===== src/rtl/adsr_env32.sv =====
// -----------------------------------------------------------------------------
// adsr_env32 -- four-segment linear ADSR envelope generator.
//
// Produces the 32-bit unsigned control-voltage word that drives the VCAs.
// A note is started by a rising edge on gate and ended by a falling edge.
// The envelope level moves by one rate step per audio-sample strobe.
//
// Ports
//   clk          in   system clock, all state changes on the rising edge
//   rst_n        in   asynchronous active-low reset
//   sample_en    in   one-cycle audio-sample strobe (level step enable)
//   gate         in   note gate, synchronous to clk, edges detected here
//   attack_inc   in   WIDTH  added per tick in ATTACK   (0 = instant)
//   decay_dec    in   WIDTH  subtracted per tick in DECAY (0 = instant)
//   sustain      in   WIDTH  sustain level, followed live in SUSTAIN
//   release_dec  in   WIDTH  subtracted per tick in RELEASE (0 = instant)
//   cv           out  WIDTH  envelope level, 0 = silence, all ones = full
//   state        out  3      IDLE=0 ATTACK=1 DECAY=2 SUSTAIN=3 RELEASE=4
//   busy         out  1      state is not IDLE
//   eoc          out  1      one-clock pulse when RELEASE reaches 0
//
// Configuration macro: ADSR_LEGATO_EN
//   defined   : a rising gate edge outside IDLE re-enters ATTACK from the
//               current level (no discontinuity).
//   undefined : a rising gate edge outside IDLE forces the level to 0 and
//               re-enters ATTACK (hard retrigger).
//
// Only WIDTH = 32 is supported.
// -----------------------------------------------------------------------------
module adsr_env32 #(
  parameter int WIDTH = 32
) (
  input  logic             clk,
  input  logic             rst_n,
  input  logic             sample_en,
  input  logic             gate,
  input  logic [WIDTH-1:0] attack_inc,
  input  logic [WIDTH-1:0] decay_dec,
  input  logic [WIDTH-1:0] sustain,
  input  logic [WIDTH-1:0] release_dec,
  output logic [WIDTH-1:0] cv,
  output logic [2:0]       state,
  output logic             busy,
  output logic             eoc
);

  typedef enum logic [2:0] {
    S_IDLE    = 3'd0,
    S_ATTACK  = 3'd1,
    S_DECAY   = 3'd2,
    S_SUSTAIN = 3'd3,
    S_RELEASE = 3'd4
  } state_e;

  localparam logic [WIDTH-1:0] FULL_SCALE = '1;

  state_e           state_q, state_d;
  logic [WIDTH-1:0] cv_q, cv_d;
  logic             eoc_q, eoc_d;
  logic             gate_q;

  logic             gate_rise;
  logic             gate_fall;
  logic             in_note;
  logic [WIDTH:0]   attack_sum;

  // ---------------------------------------------------------------------------
  // Saturating arithmetic helpers. All sums are formed one bit wider than the
  // level so that overflow is visible and the level can never wrap.
  // ---------------------------------------------------------------------------
  function automatic logic [WIDTH:0] ext_add(input logic [WIDTH-1:0] a,
                                             input logic [WIDTH-1:0] b);
    return {1'b0, a} + {1'b0, b};
  endfunction

  // Attack ends when the next step would reach or pass full scale.
  function automatic logic attack_done(input logic [WIDTH-1:0] lvl,
                                       input logic [WIDTH-1:0] inc);
    return (inc == '0) || (ext_add(lvl, inc) >= {1'b0, FULL_SCALE});
  endfunction

  // Decay ends when one more step would land on or below the sustain level.
  // The compare is done against sustain + dec so that no subtraction can
  // underflow when sustain is close to zero.
  function automatic logic decay_done(input logic [WIDTH-1:0] lvl,
                                      input logic [WIDTH-1:0] dec,
                                      input logic [WIDTH-1:0] sus);
    return (dec == '0) || ({1'b0, lvl} <= ext_add(sus, dec));
  endfunction

  // Release ends when one more step would land on or below zero.
  function automatic logic release_done(input logic [WIDTH-1:0] lvl,
                                        input logic [WIDTH-1:0] dec);
    return (dec == '0) || (lvl <= dec);
  endfunction

  // ---------------------------------------------------------------------------
  // Gate edge detection against the one-clock delayed copy of gate.
  // ---------------------------------------------------------------------------
  assign gate_rise  = gate & ~gate_q;
  assign gate_fall  = ~gate & gate_q;
  assign in_note    = (state_q == S_ATTACK) || (state_q == S_DECAY) ||
                      (state_q == S_SUSTAIN);
  assign attack_sum = ext_add(cv_q, attack_inc);

  // ---------------------------------------------------------------------------
  // Next-state logic. Gate transitions take priority over level steps: in a
  // cycle where a gate edge changes the state, the level is not stepped.
  // ---------------------------------------------------------------------------
  always_comb begin
    state_d = state_q;
    cv_d    = cv_q;
    eoc_d   = 1'b0;

    if (gate_rise) begin
      state_d = S_ATTACK;
      if (state_q == S_IDLE) begin
        cv_d = '0;
      end else begin
`ifdef ADSR_LEGATO_EN
        cv_d = cv_q;
`else
        cv_d = '0;
`endif
      end
    end else if (gate_fall && in_note) begin
      // Release starts from wherever the level currently is.
      state_d = S_RELEASE;
    end else if (sample_en) begin
      case (state_q)
        S_IDLE: begin
          cv_d = '0;
        end
        S_ATTACK: begin
          if (attack_done(cv_q, attack_inc)) begin
            cv_d    = FULL_SCALE;
            state_d = S_DECAY;
          end else begin
            cv_d = attack_sum[WIDTH-1:0];
          end
        end
        S_DECAY: begin
          if (decay_done(cv_q, decay_dec, sustain)) begin
            cv_d    = sustain;
            state_d = S_SUSTAIN;
          end else begin
            cv_d = cv_q - decay_dec;
          end
        end
        S_SUSTAIN: begin
          // Track live sustain changes directly, no slew.
          cv_d = sustain;
        end
        S_RELEASE: begin
          if (release_done(cv_q, release_dec)) begin
            cv_d    = '0;
            state_d = S_IDLE;
            eoc_d   = 1'b1;
          end else begin
            cv_d = cv_q - release_dec;
          end
        end
        default: begin
          cv_d    = '0;
          state_d = S_IDLE;
        end
      endcase
    end
  end

  // ---------------------------------------------------------------------------
  // State registers. Reset is asynchronous so a mid-envelope reset silences
  // the output immediately, without waiting for a clock edge.
  // ---------------------------------------------------------------------------
  always_ff @(posedge clk or negedge rst_n) begin
    if (!rst_n) begin
      state_q <= S_IDLE;
      cv_q    <= '0;
      eoc_q   <= 1'b0;
      gate_q  <= 1'b0;
    end else begin
      state_q <= state_d;
      cv_q    <= cv_d;
      eoc_q   <= eoc_d;
      gate_q  <= gate;
    end
  end

  assign cv    = cv_q;
  assign state = state_q;
  assign eoc   = eoc_q;
  // Decoded straight from the state register so it never lags state.
  assign busy  = (state_q != S_IDLE);

endmodule


===== config.mk =====
export PLATFORM = sky130hd
export DESIGN_NAME = adsr_env32
export DESIGN_NICKNAME = d
export VERILOG_FILES = /design/src/rtl/adsr_env32.sv
export SDC_FILE = /design/constraint.sdc
export NUM_CORES = 1
export LEC_CHECK = 0
export CAP_MARGIN = 20
export CORE_ASPECT_RATIO = 0.7
export CORE_UTILIZATION = 30
export DETAILED_ROUTE_END_ITERATION = 12
export SETUP_SLACK_MARGIN = 0.3
export SYNTH_ARGS = -nofsm -noshare
export SYNTH_HDL_FRONTEND = slang
export SYNTH_SLANG_ARGS = --single-unit

===== constraint.sdc =====
create_clock -name clk -period 10.7 [get_ports clk]
set_input_delay 1.07 -clock clk [delete_from_list [all_inputs] [get_ports clk]]
set_output_delay 1.07 -clock clk [all_outputs]
set_load 0.05 [all_outputs]

==> results.txt, run 1 <==
status - finished, final reports clean
first-pass GRT wire length - 57.4 mm
Achievable Freq - 142 MHz
WHS - 0.654 ns
post-synth top area cell - ha_1
Layout Nets - 1,758
most frequent cells in the layout - clkdlybuf4s50_1, ha_1, a21oi_1
CTS tree - built
Post-CTS Setup Inserts - 0
leading cell type in the layout, fill and taps excluded - clkdlybuf4s50_1
Final min period - 7.06 ns
post-synthesis sequential area ratio - 9.44%
Max rail drop VDD - 75.5 uV
RSZ-0062 raised after global routing - false
R2R depth - 16
core area - 31,600 um^2
die width - 218 um
Ys Warns - 0
Slew Limit Fails - 0
Post-Syn Nets - 1,609
Worst Hold Class - register to register
share of cells above drive strength 1 - 3.55%
setup TNS - 0 ns
clk root buf - clkbuf_16
wire length per cell - 20.2 um
Post-Synthesis Mean Instance Area - 7.46 um^2
Max-slew headroom - 41.4%
Crit. End Element - register
Static Leakage - 0.00576 uW
count of different cell masters after synthesis - 84
largest stage delay on the critical path - 0.54 ns
vias per cell - 5.66
port bufs - 168
Area contributors post-synth - ha_1, dfrtp_1, a21oi_1
DR vias - 10,664
Synth Cell Area - 9800 um^2
I/O pin count - 169
CTS Buf Count - 5
Synth-to-Final Area Change - 22.8%
slew at the pin with the worst max-slew slack - 0.879 ns
vias in the first global route - 9,849
multi-input logic area - 8330 um^2
pwr dens - 227 nW/um^2
largest net degree at the start of global routing - 38
gr usage total - 22.0%
CP Class - input pin to register
# hold bufs at CTS - 0
Die H - 153 um
final hold viol count - 0
hold path depth - 2
Worst Path Max Fanout - 36
final cycle utilization of the critical path - 66.0%
number of max-cap violations - 0
Reg clk slew, reported paths - 0.06 ns
register area - 926 um^2
Setup Skew - 0.00550 ns
Worst Path Arrival - 7.23 ns
Seq cells post-synth - 37
placed cell area - 11,900 um^2
Worst path slowest cell - clkdlybuf4s50_1
Worst Path Required - 10.87 ns
Max Buffers Root-to-Sink - 2
H-tree levels - 2
Fillers - 3,316
HPWL after DPL - 32.7 mm
Final Setup Violations - 0
Clock Latency Late Sink - 0.28 ns
Final GP Congestion - 0.908
Design Area, Final - 12,000 um^2
DIE AREA - 33,400 um^2
DRC - 0
initial cell density of the core - 31.0%
number of routed nets with antenna violations - 0
Cell Rows - 54
antenna violations before repair - 0
total grt overflow - 0
final wirelength - 38.0 mm
drt pass-1 iters - 6
ant diodes - 0
fraction of registers with async set/reset - 100%
Clock Sinks - 37
EDFF count, synth - 0
1st-iter DRT viols - 1,179
CTS resizes - 0
top_reg_cell synth - dfrtp_1
Worst setup SP type - input pin
Mapped Cells - 1,314
Synth top area share - 20.3%
## per-stage QoR
stage / instances / setup WS [ns] / total power (uW) / util [%]
after CTS: 1884 / 3.68 / 2700 / 38.1
after global placement: 1876 / 3.56 / 2520 / 37.6
after global routing: 1884 / 3.19 / 2960 / 38.1
after detailed placement: 1876 / 3.41 / 2530 / 37.6
final: 1884 / 3.64 / 2730 / 38.1
after floorplan: 1314 / 4.92 / 1890 / -
## final timing paths
path | from | endpoint | slack, ns
max | decay_dec[0] | cv[25] | 3.64
min | cv[0] | cv[0] | 0.65
max reg2reg | cv[0] | cv[30] | 6.09
min reg2reg | cv[0] | cv[0] | 0.65
max in group asynchronous | rst_n | cv[10] | 9.24
min in group asynchronous | rst_n | eoc | 0.89
## sequential cells by signal, summed over array words and instances (netlist names)
name and cells:
cv 32, state 3, eoc 1, gate_q 1
## synthesized netlist by cell type, drive strengths merged, types with 4 or more instances
cell type and number:
a211oi 18, nor2 81, nand3 30, xnor2 64, o21a 27, o21ai 102, o211ai 10, a21boi 4
nand2b 24, nand2 99, xor2 46, a31o 9, ha 159, clkbuf 12, o21bai 21, a221oi 13
a31oi 8, nor3 23, and2 9, o31ai 8, and4 5, buf 17, nand4 31, and3 10
dfrtp 37, fa 4, inv 105, or3 8, nor4 25, a2111oi 5, o22ai 11, or2 5
a21oi 117, a21o 67, a22oi 10, a222oi 7, nor2b 19, mux2i 18
## worst max-delay path: cells and delay by family
| family | cells | cell delay [ns] |
|---|---|---|
| XOR/XNOR | 1 | 0.14 |
| AO/OA/AOI/OAI | 17 | 3.39 |
| buffers and inverters | 3 | 0.92 |
| adder cells (fa/ha/maj) | 3 | 0.91 |
| AND/OR/NAND/NOR | 5 | 0.77 |
## per-layer routing
layer,routed length [um],global-route usage [%],vias to the layer above
li1,-,-,5239
met1,20400,35.8,5034
met2,14500,30.6,367
met3,2640,2.25,24
met4,404,3.43,0
met5,0,0,-
## layout make-up
cell class	instances	area share, %
Clock inverter	1	0.0416
Timing Repair Buffer	171	14.1
Inverter	105	3.27
Clock buffer	7	1.27
Multi-Input combinational cell	1143	69.2
Tap cell	420	4.37
Sequential cell	37	7.69
## report_power, final
| group | internal, uW | total, uW | switching, uW |
|---|---|---|---|
| clock | 98.7 | 158 | 59.5 |
| sequential | 191 | 394 | 203 |
| combinational | 889 | 2180 | 1290 |
## kinds of logic after synthesis
group	after synthesis	synth area share [%]
and+or+nand+nor	381	19.6
buffers and inverters	134	5.65
adders and majority gates	163	21.1
DFF	37	9.44
muxes	18	1.84
AOI/OAI and AO/OA	471	32.5
xor gates and xnor gates	110	9.83
No activity file was read; power rests on OpenSTA's default activity.
==> inputs of run 2 (changes only) <==
==> constraint.sdc (replaced) <==
create_clock -name clk -period 5.97 [get_ports clk]
set_input_delay 0.597 -clock clk [delete_from_list [all_inputs] [get_ports clk]]
set_output_delay 0.597 -clock clk [all_outputs]
set_load 0.05 [all_outputs]
==> results.txt, run 2 (synthesis results as in run 1) <==
Final Setup Violations - 0 (unchanged)
Cell Rows - 54 (unchanged)
H-tree levels - 2 (unchanged)
register area - 926 um^2 (unchanged)
Worst Path Required - 6.11 ns (was 10.87 ns)
final hold viol count - 0 (unchanged)
final cycle utilization of the critical path - 91.7%
Crit. End Element - register (unchanged)
Design Area, Final - 13,100 um^2 (was 12,000 um^2)
start point of the critical path - sustain[15] (was decay_dec[0])
status - finished, final reports clean (unchanged)
core area - 31,600 um^2 (unchanged)
leading cell type in the layout, fill and taps excluded - ha_1 (was clkdlybuf4s50_1)
DRC - 0 (unchanged)
total grt overflow - 0 (unchanged)
initial cell density of the core - 31.0% (unchanged)
slew at the pin with the worst max-slew slack - 0.880 ns (was 0.879 ns)
Achievable Freq - 183 MHz
number of routed nets with antenna violations - 0 (unchanged)
Max Buffers Root-to-Sink - 2 (unchanged)
die width - 218 um (unchanged)
Final GP Congestion - 0.936 (was 0.908)
first-pass GRT wire length - 60.1 mm (was 57.4 mm)
Clock Sinks - 37 (unchanged)
port bufs - 168 (unchanged)
# hold bufs at CTS - 0 (unchanged)
HPWL after DPL - 33.5 mm (was 32.7 mm)
share of cells above drive strength 1 - 11.6% (was 3.55%)
final wirelength - 39.6 mm (was 38.0 mm)
number of max-cap violations - 0 (unchanged)
Layout Nets - 1,835 (was 1,758)
1st-iter DRT viols - 1,141 (was 1,179)
Worst Path Arrival - 5.61 ns (was 7.23 ns)
Final min period - 5.47 ns
drt pass-1 iters - 5 (was 6)
Worst setup SP type - input pin (unchanged)
pwr dens - 389 nW/um^2 (was 227 nW/um^2)
antenna violations before repair - 0 (unchanged)
Fillers - 3,218 (was 3,316)
Worst Path Max Fanout - 7 (was 36)
placed cell area - 12,400 um^2 (was 11,900 um^2)
CP Class - input pin to register (unchanged)
Layout Cells excl Fill - 1,961 (was 1,884)
largest net degree at the start of global routing - 38 (unchanged)
max reg flops - 32 (unchanged)
Synth-to-Final Area Change - 33.2% (was 22.8%)
Max-slew headroom - 40.9% (was 41.4%)
multi-input logic area - 8650 um^2 (was 8330 um^2)
Clock Latency Late Sink - 0.29 ns (was 0.28 ns)
Worst Hold Class - input pin to async pin (was register to register)
Die H - 153 um (unchanged)
DR vias - 11,077 (was 10,664)
setup TNS - 0 ns (unchanged)
Max rail drop VDD - 150 uV (was 75.5 uV)
WHS - 0.411 ns (was 0.654 ns)
Slew Limit Fails - 0 (unchanged)
RSZ-0062 raised after global routing - true (was false)
# placed instances - 1,941 (was 1,876)
Setup Skew - 0.00510 ns (was 0.00550 ns)
gr usage total - 23.1% (was 22.0%)
Reg clk slew, reported paths - 0.06 ns (about the same)
most frequent cells in the layout - ha_1, clkdlybuf4s50_1, a21oi_1 (was clkdlybuf4s50_1, ha_1, a21oi_1)
wire length per cell - 20.2 um (about the same)
I/O pin count - 169 (unchanged)
CTS tree - built (unchanged)
ant diodes - 0 (unchanged)
Static Leakage - 0.00640 uW (was 0.00576 uW)
clk root buf - clkbuf_16 (unchanged)
r2r startpoint - cv[0] (unchanged)
DIE AREA - 33,400 um^2 (unchanged)
CTS Buf Count - 5 (unchanged)
vias in the first global route - 10,429 (was 9,849)
vias per cell - 5.65 (was 5.66)
==> run 2: routing by layer <==
metal / GRT usage (%) / up-vias / part of all wire [%]
li1: - / 5388 / -
met1: 37.2 / 5207 / 52
met2: 32.9 / 465 / 40
met3: 2.25 / 17 / 7.8
met4: 2.76 / 0 / 0.68
met5: 0 / - / 0
==> run 2: worst paths after layout <==
| check | to | slack, ns | cells after the start |
|---|---|---|---|
| worst max-delay path | cv[23] | 0.50 | 23 |
| worst min-delay path | gate_q | 0.41 | 1 |
| min in group clk | cv[0] | 0.64 | 2 |
| worst max register to register | cv[30] | 1.47 | 16 |
| max in group asynchronous | cv[0] | 5.01 | 1 |
| worst min register to register | cv[0] | 0.64 | 2 |
==> run 2: per-stage QoR <==
stage	power (uW)	worst slack, ns	utilization [%]
detailed placement	4590	-0.417	39.2
global route	5460	0.248	41.3
finish	5080	0.497	41.3
CTS	4950	0.300	40.1
floorplan	3380	0.663	-
global placement	4590	-0.209	39.2
==> run 2: power breakdown <==
| part | internal, uW | switching (uW) | total [uW] |
|---|---|---|---|
| Clock | 209 | 113 | 322 |
| Sequential | 343 | 367 | 710 |
| Combinational | 1660 | 2390 | 4050 |
| Total | 2210 | 2870 | 5080 |
==> run 2: repair_timing <==
item | in CTS | in global routing
gates cloned | 2 | 0
setup buffers | 4 | 6
endpoints found under the setup margin | 33 | 33
gates resized for setup | 18 | 92
pin swaps | 21 | 37
==> run 2: final cells by class <==
cell class / count / share of cell area [%]
Timing Repair Buffer: 248 / 18.3
Clock inverter: 2 / 0.287
Inverter: 105 / 3.02
Sequential cell: 37 / 7.09
Tap cell: 420 / 4.02
Clock buffer: 6 / 1.06
Multi-Input combinational cell: 1143 / 66.2
==> run 2: critical path: stages <==
cell,delay [ns]
clkdlybuf4s50_1,0.49
ha_4,0.34
nor2_1,0.07
a211oi_2,0.23
o21ai_2,0.12
a221oi_2,0.35
a21oi_2,0.11
o31ai_2,0.29
a21oi_2,0.11
o21bai_1,0.17
a21oi_2,0.08
xnor2_1,0.17
ha_1,0.27
and4_1,0.18
nand2_1,0.08
nor3_2,0.04
a2111oi_2,0.37
o221ai_1,0.20
a311oi_2,0.34
o41ai_4,0.24
and2b_2,0.32
a222oi_1,0.34
o211ai_1,0.12
==> inputs of run 3 (changes only) <==
--- a/config.mk
+++ b/config.mk
@@ -6,7 +6,7 @@
 export NUM_CORES = 1
 export LEC_CHECK = 0
 export CAP_MARGIN = 20
-export CORE_ASPECT_RATIO = 0.7
+export CORE_ASPECT_RATIO = 1.1
 export CORE_UTILIZATION = 30
 export DETAILED_ROUTE_END_ITERATION = 12
 export SETUP_SLACK_MARGIN = 0.3
==> results.txt, run 3 (synthesis results as in run 1) <==
status - finished, final reports clean (unchanged)
Achievable Freq - 188 MHz (was 183 MHz)
largest stage delay on the critical path - 0.35 ns (was 0.49 ns)
Worst Path Arrival - 5.47 ns (was 5.61 ns)
Final Setup Violations - 0 (unchanged)
CP Class - input pin to register (unchanged)
Max-slew headroom - 27.2% (was 40.9%)
gr usage total - 22.9% (was 23.1%)
R2R setup slack - 1.26 ns (was 1.47 ns)
max reg flops - 32 (unchanged)
die width - 174 um (was 218 um)
number of routed nets with antenna violations - 0 (unchanged)
switching pwr - 2780 uW (was 2870 uW)
Worst Path Max Fanout - 7 (unchanged)
R2R depth - 16 (unchanged)
Die H - 192 um (was 153 um)
Reg clk slew, reported paths - 0.07 ns (was 0.06 ns)
Worst path slowest cell - a222oi_1 (was clkdlybuf4s50_1)
CTS Buf Count - 5 (unchanged)
# hold bufs at CTS - 0 (unchanged)
clk root buf - clkbuf_16 (unchanged)
1st-iter DRT viols - 810 (was 1,141)
WP buf/inv - 3 (was 1)
Sw Ratio - 55.7% (was 56.4%)
vias per cell - 5.59 (was 5.65)
port bufs - 168 (unchanged)
Layout Nets - 1,819 (was 1,835)
initial cell density of the core - 30.4% (was 31.0%)
Worst Hold Class - input pin to async pin (unchanged)
Max rail drop VDD - 268 uV (was 150 uV)
CTS tree - built (unchanged)
DRC - 0 (unchanged)
wire length per cell - 19.8 um (was 20.2 um)
vias in the first global route - 10,758 (was 10,429)
largest net degree at the start of global routing - 38 (unchanged)
Crit. End Element - register (unchanged)
DR vias - 10,901 (was 11,077)
most frequent cells in the layout - ha_1, clkdlybuf4s50_1, a21oi_1 (unchanged)
Static Leakage - 0.00642 uW (was 0.00640 uW)
pwr dens - 386 nW/um^2 (was 389 nW/um^2)
r2r startpoint - cv[0] (unchanged)
fin util - 40.1% (was 41.3%)
Cell Rows - 69 (was 54)
final wirelength - 38.6 mm (was 39.6 mm)
Max Buffers Root-to-Sink - 2 (unchanged)
Worst setup SP type - input pin (unchanged)
Synth-to-Final Area Change - 31.6% (was 33.2%)
leading cell type in the layout, fill and taps excluded - ha_1 (unchanged)
RR Endpoint - cv[30] (unchanged)
Reg power frac - 13.2% (was 14.0%)
slew at the pin with the worst max-slew slack - 1.09 ns (was 0.880 ns)
Crit path top cell by count - a21oi_2 (unchanged)
total grt overflow - 0 (unchanged)
antenna violations before repair - 1 (was 0)
Final GP Congestion - 0.935 (was 0.936)
number of max-cap violations - 0 (unchanged)
Slew Limit Fails - 0 (unchanged)
I/O pin count - 169 (unchanged)
Logic pwr share - 80.1% (was 79.7%)
Clock Sinks - 37 (unchanged)
Crit path max-delay family - compound AO/OA/AOI/OAI gates (unchanged)
first-pass GRT wire length - 59.5 mm (was 60.1 mm)
final hold viol count - 0 (unchanged)
total power - 4990 uW (was 5080 uW)
share of cells above drive strength 1 - 9.77% (was 11.6%)
Worst Path Required - 6.11 ns (about the same)
ant diodes - 0 (unchanged)
RSZ-0062 raised after global routing - true (unchanged)
Clock Latency Late Sink - 0.29 ns (about the same)
clock share of power - 6.6% (was 6.3%)
Setup Skew - 0.00654 ns (was 0.00510 ns)
Final min period - 5.33 ns (was 5.47 ns)
DIE AREA - 33,400 um^2 (about the same)
final cycle utilization of the critical path - 89.2% (was 91.7%)
Int Power - 2210 uW (about the same)
H-tree levels - 2 (unchanged)
HPWL after DPL - 32.6 mm (was 33.5 mm)
Design Area, Final - 12,900 um^2 (was 13,100 um^2)
placed cell area - 12,300 um^2 (was 12,400 um^2)
core area - 32,200 um^2 (was 31,600 um^2)
drt pass-1 iters - 6 (was 5)
-- run 3: cell types whose count changed in the layout (fill, tap and decap cells not counted), sizes merged --
cell,change
buf,-16
clkbuf,-3
clkdlybuf4s50,-5
dlymetal6s2s,+7
bufbuf,+1
-- run 3: worst max path at each step --
| stage | depth (start not counted) | to | slack [ns] | start |
|---|---|---|---|---|
| after detailed placement | 26 | cv[16] | -0.24 | decay_dec[11] |
| after global routing | 26 | cv[22] | 0.24 | decay_dec[1] |
| after floorplan | 27 | cv[25] | 0.66 | decay_dec[0] |
| after global placement | 28 | cv[25] | -0.17 | decay_dec[0] |
| final | 26 | cv[22] | 0.64 | sustain[2] |
| after CTS | 26 | cv[25] | 0.31 | sustain[10] |
-- run 3: power groups by stage --
stage | Combinational, uW | Clock (uW) | Sequential (uW)
6_report | 4000 | 330 | 660
4_1_cts | 3930 | 328 | 666
5_1_grt | 4400 | 336 | 670
2_1_floorplan | 2560 | 0 | 829
3_3_place_gp | 3860 | 0 | 671
3_5_place_dp | 3900 | 0 | 668
-- run 3: per-layer routing --
metal,part of all wire [%],up-vias,track usage [%]
met4,3.4,0,8.06
li1,-,5346,-
met2,47,375,39.7
met3,6.4,84,3.48
met1,43,5096,28.6
met5,0,-,0
-- run 3: layout make-up --
class                           instances  area, um^2
Clock buffer                            6         139
Clock inverter                          2        37.5
Fill cell                            3350       19300
Inverter                              105         394
Multi-Input combinational cell       1143        8590
Sequential cell                        37         926
Tap cell                              426         533
Timing Repair Buffer                  232        2280
-- run 3: metrics by stage --
stage | setup WS [ns] | TNS (ns) | hold slack (ns) | std cells
final | 0.642 | 0 | 0.451 | 1951
after global routing | 0.244 | 0 | 0.517 | 1951
after CTS | 0.306 | 0 | 0.501 | 1949
after detailed placement | -0.245 | -5.01 | 0.641 | 1938
after global placement | -0.173 | -2.81 | 0.634 | 1938
after floorplan | 0.663 | 0 | 0.301 | 1314
-- run 3: timing repair --
| item | CTS | global route |
|---|---|---|
| gates cloned | 1 | 0 |
| setup buffers | 2 | 2 |
| pin swaps | 20 | 37 |
| resized for setup | 9 | 85 |
| setup endpoints to repair | 33 | 33 |
